<file path="src/rtl/hash_in_streamer_pkg.sv">
// hash_in_streamer_pkg: shared state encoding, word width, depth table and last-word helpers
package hash_in_streamer_pkg;

    localparam int HASH_IO_WIDTH = 32;

    typedef enum logic [1:0] {
        ST_IDLE,
        ST_ABSORB,
        ST_SQUEEZE,
        ST_DONE
    } state_t;

    // Hash-input RAM depth in words per parameter set; only L1 (680 bits) is characterised
    function automatic int ram_depth(input string parameter_set);
        return (parameter_set == "L1") ? 22 : 22;
    endfunction

    // Valid bytes in the final word for r = length % 32 (r == 0 means a full word)
    function automatic logic [2:0] tail_bytes(input logic [4:0] r);
        return (r == 5'd0) ? 3'd4 : 3'((6'(r) + 6'd7) >> 3);
    endfunction

    // Keeps the top r bits of the final word and clears everything below them
    function automatic logic [31:0] tail_mask(input logic [4:0] r);
        return (r == 5'd0) ? 32'hFFFF_FFFF : ~(32'hFFFF_FFFF >> r);
    endfunction

endpackage

</file>
<file path="src/rtl/hash_skid_fifo.sv">
// hash_skid_fifo: 2-entry valid/ready FIFO holding RAM read data ahead of the SHAKE core
module hash_skid_fifo #(
    parameter int W = 36
) (
    input  logic         clk,
    input  logic         rst_n,
    input  logic         flush,
    input  logic [W-1:0] in_data,
    input  logic         in_valid,
    output logic         in_ready,
    output logic [W-1:0] out_data,
    output logic         out_valid,
    input  logic         out_ready,
    output logic [1:0]   occ
);

    logic [W-1:0] mem [2];
    logic         wp;
    logic         rp;
    logic         push;
    logic         pop;

    // Head of the ring drives the output; data reads as zero while empty
    always_comb begin
        in_ready  = occ != 2'd2;
        out_valid = occ != 2'd0;
        out_data  = out_valid ? mem[rp] : '0;
        push      = in_valid & in_ready;
        pop       = out_valid & out_ready;
    end

    // Two-slot ring with write/read pointers and occupancy; flush empties it in one cycle
    always_ff @(posedge clk or negedge rst_n) begin
        if (!rst_n) begin
            mem[0] <= '0;
            mem[1] <= '0;
            wp     <= 1'b0;
            rp     <= 1'b0;
            occ    <= 2'd0;
        end else if (flush) begin
            wp     <= 1'b0;
            rp     <= 1'b0;
            occ    <= 2'd0;
        end else begin
            if (push) mem[wp] <= in_data;
            wp  <= wp ^ push;
            rp  <= rp ^ pop;
            occ <= occ + {1'b0, push} - {1'b0, pop};
        end
    end

endmodule

</file>
<file path="src/rtl/hash_in_streamer.sv">
// hash_in_streamer: reads the hash-input RAM into the SHAKE core, then forwards the digest
module hash_in_streamer
    import hash_in_streamer_pkg::*;
#(
    parameter string PARAMETER_SET = "L1",
    parameter int    IO_WIDTH      = HASH_IO_WIDTH,
    parameter int    MAX_RAM_DEPTH = ram_depth(PARAMETER_SET),
    localparam int   AW            = $clog2(MAX_RAM_DEPTH)
) (
    input  logic                i_clk,
    input  logic                i_rst_n,
    input  logic                i_start,
    input  logic [31:0]         i_input_length,
    input  logic [31:0]         i_input_length_32,
    input  logic [31:0]         i_output_length,
    output logic [AW-1:0]       o_addr,
    output logic                o_rd_en,
    input  logic [IO_WIDTH-1:0] i_data_in,
    output logic [IO_WIDTH-1:0] o_core_din,
    output logic                o_core_din_valid,
    output logic [2:0]          o_core_din_bytes,
    output logic                o_core_din_last,
    input  logic                i_core_din_ready,
    input  logic [IO_WIDTH-1:0] i_core_dout,
    input  logic                i_core_dout_valid,
    output logic                o_core_dout_ready,
    output logic [IO_WIDTH-1:0] o_data_out,
    output logic                o_data_out_valid,
    input  logic                i_data_out_ready,
    input  logic                i_force_done,
    output logic                o_force_done_ack,
    output logic                o_busy,
    output logic                o_done
);

    localparam int CW = AW + 1;

    state_t        state;
    logic [CW-1:0] nw;
    logic [CW-1:0] rd_cnt;
    logic [CW-1:0] push_cnt;
    logic [4:0]    rbits;
    logic [31:0]   out_words;
    logic [31:0]   out_cnt;
    logic          inflight;
    logic          zero_pend;
    logic [1:0]    occ;
    logic          fifo_in_ready;
    logic [35:0]   push_word;
    logic [35:0]   head;
    logic          push_valid;
    logic          rd_go;
    logic          din_xfer;
    logic          dout_active;
    logic          dout_xfer;
    logic          last_word;

    hash_skid_fifo #(.W(36)) u_fifo (
        .clk       (i_clk),
        .rst_n     (i_rst_n),
        .flush     (i_force_done),
        .in_data   (push_word),
        .in_valid  (push_valid),
        .in_ready  (fifo_in_ready),
        .out_data  (head),
        .out_valid (o_core_din_valid),
        .out_ready (i_core_din_ready),
        .occ       (occ)
    );

    // Read issue (counting the word leaving this cycle), last-word shaping and digest gating
    always_comb begin
        din_xfer   = o_core_din_valid & i_core_din_ready;
        rd_go      = state == ST_ABSORB && !i_force_done && rd_cnt < nw &&
                     ({1'b0, occ} + {2'b0, inflight}) < (3'd2 + {2'b0, din_xfer});
        last_word  = push_cnt + CW'(1) == nw;
        push_valid = inflight | zero_pend;
        push_word  = zero_pend ? 36'd1 :
                     {i_data_in & (last_word ? tail_mask(rbits) : 32'hFFFF_FFFF),
                      last_word ? tail_bytes(rbits) : 3'd4, last_word};
        {o_core_din, o_core_din_bytes, o_core_din_last} = head;
        o_rd_en           = rd_go;
        o_addr            = rd_go ? rd_cnt[AW-1:0] : '0;
        dout_active       = state == ST_SQUEEZE && out_cnt < out_words;
        dout_xfer         = dout_active & i_core_dout_valid & i_data_out_ready;
        o_data_out        = dout_active ? i_core_dout : '0;
        o_data_out_valid  = dout_active & i_core_dout_valid;
        o_core_dout_ready = dout_active & i_data_out_ready;
    end

    // Control FSM with its counters; abort beats every state and a start is taken only in IDLE
    always_ff @(posedge i_clk or negedge i_rst_n) begin
        if (!i_rst_n) begin
            state            <= ST_IDLE;
            o_busy           <= 1'b0;
            o_done           <= 1'b0;
            o_force_done_ack <= 1'b0;
            nw               <= '0;
            rd_cnt           <= '0;
            push_cnt         <= '0;
            rbits            <= '0;
            out_words        <= '0;
            out_cnt          <= '0;
            inflight         <= 1'b0;
            zero_pend        <= 1'b0;
        end else begin
            o_force_done_ack <= i_force_done;
            o_done           <= 1'b0;
            inflight         <= rd_go;
            if (push_valid) assert (fifo_in_ready);
            if (rd_go) rd_cnt <= rd_cnt + CW'(1);
            if (push_valid) begin
                push_cnt  <= push_cnt + CW'(1);
                zero_pend <= 1'b0;
            end
            if (dout_xfer) out_cnt <= out_cnt + 32'd1;
            if (i_force_done) begin
                state     <= ST_IDLE;
                o_busy    <= 1'b0;
                inflight  <= 1'b0;
                zero_pend <= 1'b0;
            end else begin
                case (state)
                    ST_IDLE: if (i_start) begin
                        assert (i_input_length_32 <= 32'(32 * MAX_RAM_DEPTH) &&
                                i_input_length <= i_input_length_32);
                        nw        <= i_input_length_32[AW+5:5];
                        zero_pend <= ~|i_input_length_32[AW+5:5];
                        rbits     <= i_input_length[4:0];
                        out_words <= {5'd0, i_output_length[31:5]} + {31'd0, |i_output_length[4:0]};
                        rd_cnt    <= '0;
                        push_cnt  <= '0;
                        out_cnt   <= '0;
                        state     <= ST_ABSORB;
                        o_busy    <= 1'b1;
                    end
                    ST_ABSORB: if (din_xfer && o_core_din_last) state <= ST_SQUEEZE;
                    ST_SQUEEZE: if (out_cnt + 32'(dout_xfer) >= out_words) begin
                        state  <= ST_DONE;
                        o_done <= 1'b1;
                    end
                    ST_DONE: begin
                        state  <= ST_IDLE;
                        o_busy <= 1'b0;
                    end
                endcase
            end
        end
    end

endmodule
</file>
<file path="config.mk">
export PLATFORM = sky130hd
export DESIGN_NAME = hash_in_streamer
export DESIGN_NICKNAME = d
export VERILOG_FILES = /design/src/rtl/hash_in_streamer_pkg.sv /design/src/rtl/hash_skid_fifo.sv /design/src/rtl/hash_in_streamer.sv
export SDC_FILE = /design/constraint.sdc
export NUM_CORES = 1
export LEC_CHECK = 0
export CAP_MARGIN = 20
export CORE_MARGIN = 2
export CORE_UTILIZATION = 65
export DETAILED_ROUTE_END_ITERATION = 8
export DONT_BUFFER_PORTS = 1
export PLACE_DENSITY = 0.81
export SLEW_MARGIN = 10
export SYNTH_ARGS = -nofsm -noshare
export SYNTH_HDL_FRONTEND = slang
export SYNTH_SLANG_ARGS = --single-unit
export TNS_END_PERCENT = 30
</file>
<file path="constraint.sdc">
create_clock -name i_clk -period 8.8 [get_ports i_clk]
set_input_delay 1.76 -clock i_clk [delete_from_list [all_inputs] [get_ports i_clk]]
set_output_delay 1.76 -clock i_clk [all_outputs]
set_load 0.02 [all_outputs]
</file>
# Word-level counts from Yosys, hierarchy flattened
# Index checks and enable logic that the tools add are counted.
[totals]
reg_bits = 170
inputBits = 167
output_inout_bits = 80
elab_cells = 119
[classes]
addsub = 10
order_cmp = 7
eq_ne = 8
shifts = 1
muxes = 45
bitwise = 13
n_reduce_logical = 18
[op_table]
columns = ["op", "count"]
rows = [
  ["$mux 32", 7],
  ["$mux 36", 6],
  ["$bwmux 72", 1],
  ["$mux 6", 8],
  ["$demux 36 s1", 1],
  ["$add 32x1->32", 1],
  ["$add 32x1->32 const B", 1],
  ["$and 32x32->32", 1],
  ["$ge 32x32->1", 1],
  ["$lt 32x32->1", 1],
  ["$not 32->32", 1],
  ["$shr 32x5->32 const A", 1],
  ["$add 27x1->28", 1],
  ["$add 6x1->6 const B", 2],
  ["$mux 1", 12],
  ["$mux 2", 5],
  ["$pmux 2 s4", 1],
  ["$add 5x3->6 const B", 1],
  ["$eq 6x6->1", 1],
  ["$logic_and 1x1->1", 6],
  ["$lt 6x6->1", 1],
  ["$mux 3", 2],
  ["$ne 3x2->1 const B", 2],
  ["$reduce_and 3->1", 2],
  ["26 further kinds", 36],
]

# Depth between registers and ports, before layout
# Gate-level depths: netlist of the first run.
[logic_depth]
ltp_word = 9
depth_mapped = 24
mapped_depth_nobuf = 23

# Cells and area by module
# From an unflattened synthesis of the first run, not the netlist that was laid out.
[hier_totals]
hier_cells = 1160
area_unflattened_um2 = 10817.9
[modules_own_cells]
columns = ["module", "instances", "cells_per_inst", "area_each_um2", "seq_area_each_um2"]
rows = [
  ["hash_in_streamer", 1, 904, 7353.3, 2252.2],
  ["hash_skid_fifo", 1, 256, 3464.6, 1901.8],
]

# Worst setup path before layout of the first run
# OpenSTA, ideal clock, no wires.
[synth_path]
path_kind = "input -> register"
startpoint = "input port i_data_out_ready"
endpoint = "register state[0]"
arrival_time_ps = 5104
path_slack_ps = 3569
stages = 17
cell_sequence = "nand2_1 -> a21oi_1 -> ha_1 -> ha_1 -> nand3_1 -> nor2_1 -> nand3_1 -> or4_1 -> xnor2_1 -> ha_1 -> nand2_1 -> nor2_1 -> a211oi_1 -> o21ai_0 -> a2111oi_2 -> a31oi_4 -> mux2_1"
[synth_via]
elab_chain_cells = 5
[synth_lines]
columns = ["element", "line_no", "rtl"]
rows = [
  ["from (decl)", "hash_in_streamer.sv:29", "input logic i_data_out_ready,"],
  ["$and 1x1->1", "hash_in_streamer.sv:85", "dout_xfer = dout_active & i_core_dout_valid & i_data_out_ready;"],
  ["$add 32x1->32", "hash_in_streamer.sv:138", "ST_SQUEEZE: if (out_cnt + 32'(dout_xfer) >= out_words) begin"],
  ["$ge 32x32->1", "hash_in_streamer.sv:138", ""],
  ["$ne 3x2->1 (no source line)", "--", ""],
  ["$reduce_and 3->1 (no source line)", "--", ""],
  ["to (signal assigned)", "hash_in_streamer.sv:137", "ST_ABSORB: if (din_xfer && o_core_din_last) state <= ST_SQUEEZE;"],
  ["to (signal assigned)", "hash_in_streamer.sv:139", "state <= ST_DONE;"],
  ["to (signal assigned)", "hash_in_streamer.sv:143", "state <= ST_IDLE;"],
  ["to (decl)", "hash_in_streamer.sv:38", "state_t state;"],
]
# Every way passes these cells.
# A chain may end at the register's enable or synchronous reset.

# Worst setup path after layout of the first run
[layout_path]
startpoint = "register out_cnt[25]"
endpoint = "register state[0]"
[layout_via]
elab_chain_cells = 8
[layout_lines]
columns = ["element", "line_no", "rtl"]
rows = [
  ["from (decl)", "hash_in_streamer.sv:44", "logic [31:0] out_cnt;"],
  ["from (signal assigned)", "hash_in_streamer.sv:116", "if (dout_xfer) out_cnt <= out_cnt + 32'd1;"],
  ["$lt 32x32->1", "hash_in_streamer.sv:84", "dout_active = state == ST_SQUEEZE && out_cnt < out_words;"],
  ["$logic_and 1x1->1", "hash_in_streamer.sv:84", ""],
  ["$and 1x1->1 (2 in a row)", "hash_in_streamer.sv:85", ""],
  ["$add 32x1->32 *", "hash_in_streamer.sv:138", ""],
  ["$ge 32x32->1 *", "hash_in_streamer.sv:138", ""],
  ["$ne 3x2->1 (no source line) *", "--", ""],
  ["$reduce_and 3->1 (no source line) *", "--", ""],
]
# Mark *: on every way between the ends. The rest lies on a longest branch, timed or not.

==> flow_summary.ini, run 1 <==
[worst_setup_path]
critPathLaunchType = flop
r2r_slack_ns = 2.43
end_kind = flop
cp.required_ns = 9.11
timing.rr.start = out_cnt[25]
ff2ff_path_depth = 22
cp_max_fo = 28
arrival_ns = 6.67
worstSetupPathType = reg -> reg
r2r-end = state[0]

[global_route]
grt_max_degree = 167
grt_usage = 0.275
grt_pass1_vias = 8437
antenna_found_initial = 0
grt_pass1_wl_um = 40600
overflow = 0

[yosys]
yosysSeqAreaShare = 0.371
ys_warn_count = 0
synth_xor_area_frac = 0.0547
async_flop_share = 1.00
synth_fa_ha_area_frac = 0.0849
synth_area_sq_mm = 0.0112
synth_simple_gate_area_frac = 0.238
synth-seq-cells = 166
synth.avg_cell_area_sq_um = 8.75
synth_compound_area_frac = 0.114
synth_edf_count = 0
synthFlopType = dfrtp_1
synth_top_family_by_area = simple AND/OR/NAND/NOR gates
synthCells = 1281
synth_fp_nets = 1524
synth.area.mux_share = 0.0921
synth_cell_type_count = 63

[cts]
cts_buffer_depth = 2
hold_buffers = 0
h-tree-depth = 4
cts_setup_buffers = 0
clk_pin_slew_ns = 0.07
clk_latency_ns = 0.43
cts_buffers = 17
cts-root-buf = clkbuf_16
cts_resized = 0
cts_tree = built
cts.sinks = 166

[finish]
syn_to_final_growth_pct = 6.45
num-nets-final = 1478
register_area_sq_mm = 0.00416
antenna_cells = 0
multi_input_area_sq_mm = 0.00656
drive_gt1_frac = 0.0753
final.fill_count = 1338
fin_area_sq_mm = 0.0119

[sta]
slew_headroom = 0.281
skew_ns = 0.00967
worst_pin_slew_ns = 1.07
rsz0062_at_grt = false
setup_tns_ns = 0
finalSetupViolCount = 0
hold_violations = 0
period_needed_ns = 6.37
whs_ns = 0.477
drv_slew = 0
finalCritPeriodShare = 0.723
fmax_mhz = 157

[route]
drt_first_pass_iters = 5
wire_per_inst_um = 17.2
drt-vias-per-instance = 6.11
first_iter_violations = 745
via_count = 8999
drc = 0
final_antenna_net_count = 0
finalWirelength_um = 25400

[die]
io_pins = 247
core_sq_mm = 0.0171
initial_core_util = 0.657
rows = 48
die_w_um = 135
die_area_sq_mm = 0.0183
dieHeight_um = 135

[hold_path]
min_to = out_words[6]
hold_depth = 2
hp-class = reg -> reg
hold_start = out_words[6]

[power]
p_leak_nw = 5.35
power_density_mw_per_mm2 = 270
vdd_ir_drop_max_mv = 0.166

[placed_design]
dp_hpwl_um = 17600
postPlaceCellArea_sq_mm = 0.0112
gp_congestion = 0.897
port_buffers = 0

[job]
max_cap_violations = 0

[status]
status = finished, final reports clean
-- critical path: stages, from the launching register on --
cell       delay (ns)
dfrtp_1          0.49
ha_1             0.34
a21o_1           0.16
a21oi_1          0.29
o311ai_0         0.19
nand4b_1         0.22
a31o_2           0.44
a21oi_1          0.32
ha_1             0.27
ha_1             0.20
nand3_1          0.25
nor2_1           0.26
nand3_1          0.16
or4_1            0.59
xnor2_1          0.21
ha_1             0.28
nand2_1          0.08
nor2_1           0.04
a211oi_1         0.23
o21ai_0          0.19
a2111oi_2        0.53
a31oi_4          0.15
mux2_1           0.33
-- layout make-up --
type,count,share of cell area
clock buffer,18,0.0368
clock inverter,14,0.0161
inverter,53,0.0167
multi-input combinational,989,0.550
sequential,166,0.348
tap,225,0.0236
timing repair buffer,8,0.00839
-- synth_stat cells, types with 2 or more instances --
cell / count / area share
o31ai_1: 12 / 0.0080
clkbuf_1: 58 / 0.019
a22o_1: 14 / 0.011
a31oi_1: 2 / 0.0011
a2111o_1: 2 / 0.0020
dfrtp_1: 166 / 0.37
xor2_1: 32 / 0.025
and2_1: 10 / 0.0056
mux2i_1: 66 / 0.059
nand4_1: 38 / 0.021
nand2_1: 177 / 0.059
nor2b_1: 40 / 0.022
nor2_1: 97 / 0.032
or3_1: 9 / 0.0050
mux2_2: 32 / 0.032
a21oi_1: 68 / 0.030
o211ai_1: 2 / 0.0013
inv_1: 53 / 0.018
nor3b_1: 2 / 0.0013
xnor2_1: 38 / 0.030
and3_1: 9 / 0.0050
buf_1: 4 / 0.0013
or2_2: 4 / 0.0022
and4_1: 7 / 0.0055
buf_2: 7 / 0.0031
ha_1: 76 / 0.085
a311oi_1: 2 / 0.0016
nor4_4: 2 / 0.0038
or4_1: 4 / 0.0027
nor3_1: 16 / 0.0071
a211oi_1: 8 / 0.0054
nand2b_1: 57 / 0.032
a21o_1: 11 / 0.0074
buf_6: 2 / 0.0020
nor4_1: 5 / 0.0028
nand3_1: 43 / 0.019
nand4b_1: 2 / 0.0016
o21ai_0: 79 / 0.035
-- metal layers --
layer,track usage,wire [um]
met4,0.0903,503
met3,0.0513,1450
met1,0.361,11100
met5,0,0
met2,0.464,12300
-- where the power goes --
group	switching [mW]	leakage (nW)	total (mW)	internal, mW
clock	0.332	0.307	0.795	0.463
combinational	0.824	2.87	1.27	0.444
sequential	0.179	2.18	1.16	0.983
total	1.33	5.35	3.22	1.89
-- registers in the layout, summed over array words and instances, names as in the netlist --
register,cells
o_force_done_ack,1
push_cnt,6
state,2
u_fifo.wp,1
rd_cnt,6
u_fifo.rp,1
u_fifo.occ,2
u_fifo.mem,72
inflight,1
rbits,5
nw,6
o_busy,1
o_done,1
out_cnt,32
out_words,28
zero_pend,1
-- through the flow --
stage                     power, mW   util  cells  worst slack (ns)
after floorplan                2.18      -   1281              3.57
after global placement         2.37  0.659   1439              2.73
after detailed placement       2.43  0.659   1439              2.52
after CTS                      3.23  0.696   1471              2.50
after global routing           3.44  0.699   1473              2.02
final                          3.22  0.699   1473              2.43
-- logic make-up after synthesis --
logic type / after synthesis
multiplexers: 99
AO/OA/AOI/OAI: 212
adder cells (fa/ha/maj): 76
buffers and inverters: 126
flip-flops: 166
XOR/XNOR: 70
AND/OR/NAND/NOR: 532
-- how the worst max path moves through the flow --
stage,slack [ns],cells after the start,start,end
finish,2.43,22,out_cnt[25],state[0]
global route,2.02,22,out_cnt[25],state[0]
CTS,2.50,22,out_cnt[25],state[0]
detailed placement,2.52,22,out_cnt[25],state[0]
global placement,2.73,22,out_cnt[25],state[0]
floorplan,3.57,17,i_data_out_ready,state[0]
-- cells in the final DEF (no fill, tap or decap), drive strengths merged, types with 43 or more instances in the layout --
| master | n |
|---|---|
| inv | 58 |
| nor2 | 97 |
| o21ai | 79 |
| a21oi | 68 |
| nand3 | 43 |
| dfrtp | 166 |
| nand2 | 177 |
| ha | 76 |
| mux2i | 66 |
| nand2b | 57 |
No activity file was read; power rests on OpenSTA's default activity.
==> run 2: changes to the inputs <==
--- a/config.mk
+++ b/config.mk
@@ -7,10 +7,10 @@
 export LEC_CHECK = 0
 export CAP_MARGIN = 20
 export CORE_MARGIN = 2
-export CORE_UTILIZATION = 65
+export CORE_UTILIZATION = 59
 export DETAILED_ROUTE_END_ITERATION = 8
 export DONT_BUFFER_PORTS = 1
-export PLACE_DENSITY = 0.81
+export PLACE_DENSITY = 0.78
 export SLEW_MARGIN = 10
 export SYNTH_ARGS = -nofsm -noshare
 export SYNTH_HDL_FRONTEND = slang
==> constraint.sdc (replaced) <==
create_clock -name i_clk -period 5.6 [get_ports i_clk]
set_input_delay 1.12 -clock i_clk [delete_from_list [all_inputs] [get_ports i_clk]]
set_output_delay 1.12 -clock i_clk [all_outputs]
set_load 0.02 [all_outputs]
==> run 2 against run 1 <==
Net effect: critical path depth rose by 1; largest power group unchanged; combinational power is 59% higher; setup slack got worse by 2.1 ns; power rose by 54%; highest routed layer unchanged; critical path type unchanged; first-iteration DRC count fell by 19%; largest cell class unchanged.
==> flow_summary.ini, run 2 (same netlist as run 1, synthesis figures left out) <==
[finish]
antenna_cells = 0
final_cell_mix = 176 x nand2_1, 165 x dfrtp_1, 94 x nor2_1
drive_gt1_frac = 0.0974
largest_reg_flops = 72
final_common_cell = nand2_1
largest_register = u_fifo.mem
syn_to_final_growth_pct = 7.68
num-nets-final = 1503
largestRegisters = u_fifo.mem (72), out_cnt (32), out_words (28)
fin_area_sq_mm = 0.0121

[global_route]
overflow = 0
grt_pass1_wl_um = 41700
grt_pass1_vias = 8582
grt_max_degree = 167
grt_usage = 0.258
antenna_found_initial = 0

[worst_setup_path]
worstSetupPathType = reg -> reg
worst_path_max_delay_cell = a2111oi_2
ff2ff_path_depth = 23
crit_family = compound AO/OA/AOI/OAI gates
cp_max_fo = 7
max_stage_delay_ns = 0.41
cp.required_ns = 5.91
end_kind = flop
cp_cell_sequence = inv_1 -> ha_1 -> nor4_2 -> and4bb_1 -> o311ai_0 -> nand4b_1 -> a31o_2 -> a21oi_2 -> ha_2 -> ha_1 -> nand3_1 -> buf_4 -> nor4_4 -> buf_4 -> xor2_1 -> ha_1 -> o21a_1 -> o21ai_1 -> nor4_2 -> a2111oi_2 -> buf_4 -> a31oi_4 -> mux2_1
cp_num_buf_inv = 4
worstSetupPathDepth = 23
arrival_ns = 5.60
critPathLaunchType = flop

[sta]
period_needed_ns = 5.29
hold_violations = 0
fmax_mhz = 189
slew_headroom = 0.295
drv_slew = 0
worst_pin_slew_ns = 1.06
layout_setup_ws_ns = 0.308
rsz0062_at_grt = false
finalCritPeriodShare = 0.945
setup_tns_ns = 0
skew_ns = 0.0106
finalSetupViolCount = 0

[cts]
cts-root-buf = clkbuf_16
clk_latency_ns = 0.43
cts.sinks = 166
clk_pin_slew_ns = 0.07
h-tree-depth = 4
cts_buffer_depth = 2
cts_tree = built
cts_buffers = 17
hold_buffers = 0

[die]
die_w_um = 142
initial_core_util = 0.601
die_area_sq_mm = 0.0201
dieHeight_um = 142
core_sq_mm = 0.0186
io_pins = 247
rows = 50

[placed_design]
port_buffers = 0
gp_congestion = 0.908
dp_hpwl_um = 18300
postPlaceCellArea_sq_mm = 0.0114
pre_cts_slack_ns = 0.107

[hold_path]
hp-class = in -> async

[power]
p_leak_nw = 5.43
power_density_mw_per_mm2 = 412
p_total_mw = 4.97
vdd_ir_drop_max_mv = 0.243

[route]
via_count = 9035
first_iter_violations = 603
wire_per_inst_um = 17.4
drt_first_pass_iters = 5
finalWirelength_um = 26200
drt-vias-per-instance = 6.00
drc = 0
final_antenna_net_count = 0

[status]
status = finished, final reports clean

[job]
max_cap_violations = 0
-- run 2: final cells by class --
type                            instances  area [sq um]
Multi-Input combinational cell        989          6580
Sequential cell                       166          4160
Inverter                               53           199
Fill cell                            1550          6580
Clock buffer                           17           425
Timing Repair Buffer                   33           268
Tap cell                              234           293
Clock inverter                         15           143
-- run 2: layer usage --
metal / share of wire / track usage / wire length, um / up-vias
met2: 0.48 / 0.429 / 12600 / 312
met3: 0.068 / 0.0466 / 1770 / 46
met5: 0 / 0 / 0 / -
li1: - / - / - / 4395
met1: 0.43 / 0.338 / 11200 / 4282
met4: 0.023 / 0.0942 / 594 / 0
-- run 2: path summary, 6_finish.rpt --
path                             endpoint  slack, ns            from
max                              state[0]       0.31   out_words[27]
min                        u_fifo.mem[35]       0.39         i_rst_n
max reg2reg                      state[0]       0.31   out_words[27]
min reg2reg                u_fifo.mem[20]       0.48  u_fifo.mem[20]
max in group asynchronous     out_cnt[14]       5.01         i_rst_n
min in group i_clk         u_fifo.mem[20]       0.48  u_fifo.mem[20]
-- run 2: per-stage QoR --
stage	cells	utilization	hold slack [ns]
4_1_cts	1505	0.644	0.369
3_3_place_gp	1473	0.614	0.459
6_report	1507	0.647	0.388
5_1_grt	1507	0.647	0.370
2_1_floorplan	1281	-	0.448
3_5_place_dp	1473	0.614	0.468
-- run 2: where the power goes --
group | switching, mW | internal [mW]
sequential | 0.283 | 1.54
combinational | 1.31 | 0.708
clock | 0.542 | 0.587
-- run 2: timing repair --
item,CTS,global route
endpoints found under the setup margin,0,3
buffers inserted,0,1
resized for setup,0,8
==> variant: new RTL, config.mk and constraints of run 2 <==
Re-encode `state_t` (4 states) as one-hot, 4 bits wide.
--- a/src/rtl/hash_in_streamer_pkg.sv
+++ b/src/rtl/hash_in_streamer_pkg.sv
@@ -3,11 +3,11 @@
 
     localparam int HASH_IO_WIDTH = 32;
 
-    typedef enum logic [1:0] {
-        ST_IDLE,
-        ST_ABSORB,
-        ST_SQUEEZE,
-        ST_DONE
+    typedef enum logic [3:0] {
+        ST_IDLE    = 4'b0001,
+        ST_ABSORB  = 4'b0010,
+        ST_SQUEEZE = 4'b0100,
+        ST_DONE    = 4'b1000
     } state_t;
 
     // Hash-input RAM depth in words per parameter set; only L1 (680 bits) is characterised
Check against the original RTL: no difference found for any inputs over 4 cycles, from zero or initial values and one cycle with i_rst_n low; so few cycles prove little.
==> variant against run 2 <==
  * Wire length increased by 3.3%
  * Via count up 1.6%
  * Sequential power down 8%
  * Sequential cell count increased by 2
  * Final cell count down 0.60%
  * Setup slack gained 0.082 ns
  * Power down 18%
  * First-iteration DRC count up 17%
  * Synthesized area rose by 0.51%
  * Design area grew 0.97%
  * Count of clock-buffer cells in the layout stayed put
==> variant: results (changes against run 2) <==
[worst_setup_path]
cp_max_fo = 4  ; -3
rr_worst_depth = 24  ; +4.3%
crit_start = out_words[5]$_DFFE_PN0P_
cp_top_family = simple AND/OR/NAND/NOR gates
arrival_ns = 5.56  ; -0.04 ns
crit_slowest_cell = a311oi_2
crit_end = o_done$_DFF_PN0_

[drt]
wire_per_inst_um = 18.0  ; +3.9%
met3_wirelength_um = 1580  ; -11%
dr_total_vias = 9179  ; +1.6%
drt-initial-drc-count = 708  ; +17%
wl_met1_um = 11800  ; +4.8%
wl_um = 27000  ; +3.3%
wl_met2_um = 12900  ; +2.9%

[status]
status = finished, final reports clean

[finish]
fillers = 1533  ; -1.1%
drive_gt1_frac = 0.109  ; +0.0118
seq_cells = 168  ; +1.2%
multi_input_cells = 965  ; -2.4%
nClkBuffers = 17  ; unchanged
area_share_clock_buf_inv = 0.0483  ; +0.00119
inv_count = 61  ; +15%
seq_share = 0.345  ; +0.000885
multi_input_area_share = 0.539  ; -0.00640
signal_buffers = 38  ; +15%
nonClkBufAreaFrac = 0.0244  ; +0.00225

[synthesis]
synth.distinct_cells = 68  ; +7.9%
ys_seq_area_frac = 0.373  ; +0.00266
ys_top_cells_by_count = nand2_1, dfrtp_1, nor2_1
yosysWarnings = 0  ; unchanged
synth.area.top_cells = dfrtp_1, ha_1, nand2_1
postSynthCellCount = 1265  ; -1.2%

[placed_design]
place_ws_ns = 0.189  ; +0.0819 ns
io_buffers = 0  ; unchanged
globalplace.congestion = 0.874  ; -3.7%
placed_cell_area_um2 = 11600  ; +1.1%
dpl.cell_count = 1465  ; -0.54%
hpwlAfterDp_um = 19300  ; +5.9%

[global_routing]
grt_pass1_wl_um = 43800  ; +5.1%
grt_pass1_vias = 8875  ; +3.4%
grt_use_total = 0.271  ; +0.0129
grt_max_degree = 169  ; +1.2%

[power]
leakage_nw = 5.54  ; +1.9%
seqPwrFrac = 0.413  ; +0.046
powerDensity_nw_per_um2 = 333  ; -19%
vdd_drop_max_mv = 0.233  ; -4.1%
p_int_mw = 2.55  ; -10%
p_total_mw = 4.06  ; -18%
power_frac_comb = 0.303  ; -0.103

[timing]
tightestPinTransition_ns = 1.07  ; +0.0148 ns
hold_slack_ns = 0.376  ; -0.0123 ns
fin_worst_skew_ns = 0.0103  ; -0.000220 ns

[cts]
clk_latency_ns = 0.44
cts_max_path_buffers = 2  ; unchanged
htreeDepth = 4  ; unchanged

variant: changes by cell type in the layout (fill, tap and decap cells not counted), sizes merged, moves of 7 or more:
cell	change
nand4	-9
nor2b	-37
and3	+7
inv	+7
nor2	+12
a21oi	-18
o21ai	-15
o21a	+10
nand3	-8
nand2	-7
mux2	+13
nor3	+15
nor3b	+36
nand2b	-28
variant: cell families (layout without fill, tap and decap cells):
group / count (synthesis) / in the layout / synth area share
xor gates and xnor gates: 69 / 69 / 0.0537
and+or+nand+nor: 519 / 519 / 0.232
muxes: 109 / 109 / 0.102
AOI/OAI and AO/OA: 196 / 196 / 0.113
DFF: 168 / 168 / 0.373
buffers and inverters: 132 / 131 / 0.0459
adders and majority gates: 72 / 72 / 0.0800
variant: routing by layer:
metal,vias to the layer above,GRT usage
li1,4420,-
met1,4400,0.357
met2,294,0.447
met3,65,0.0478
met4,0,0.103
met5,-,0
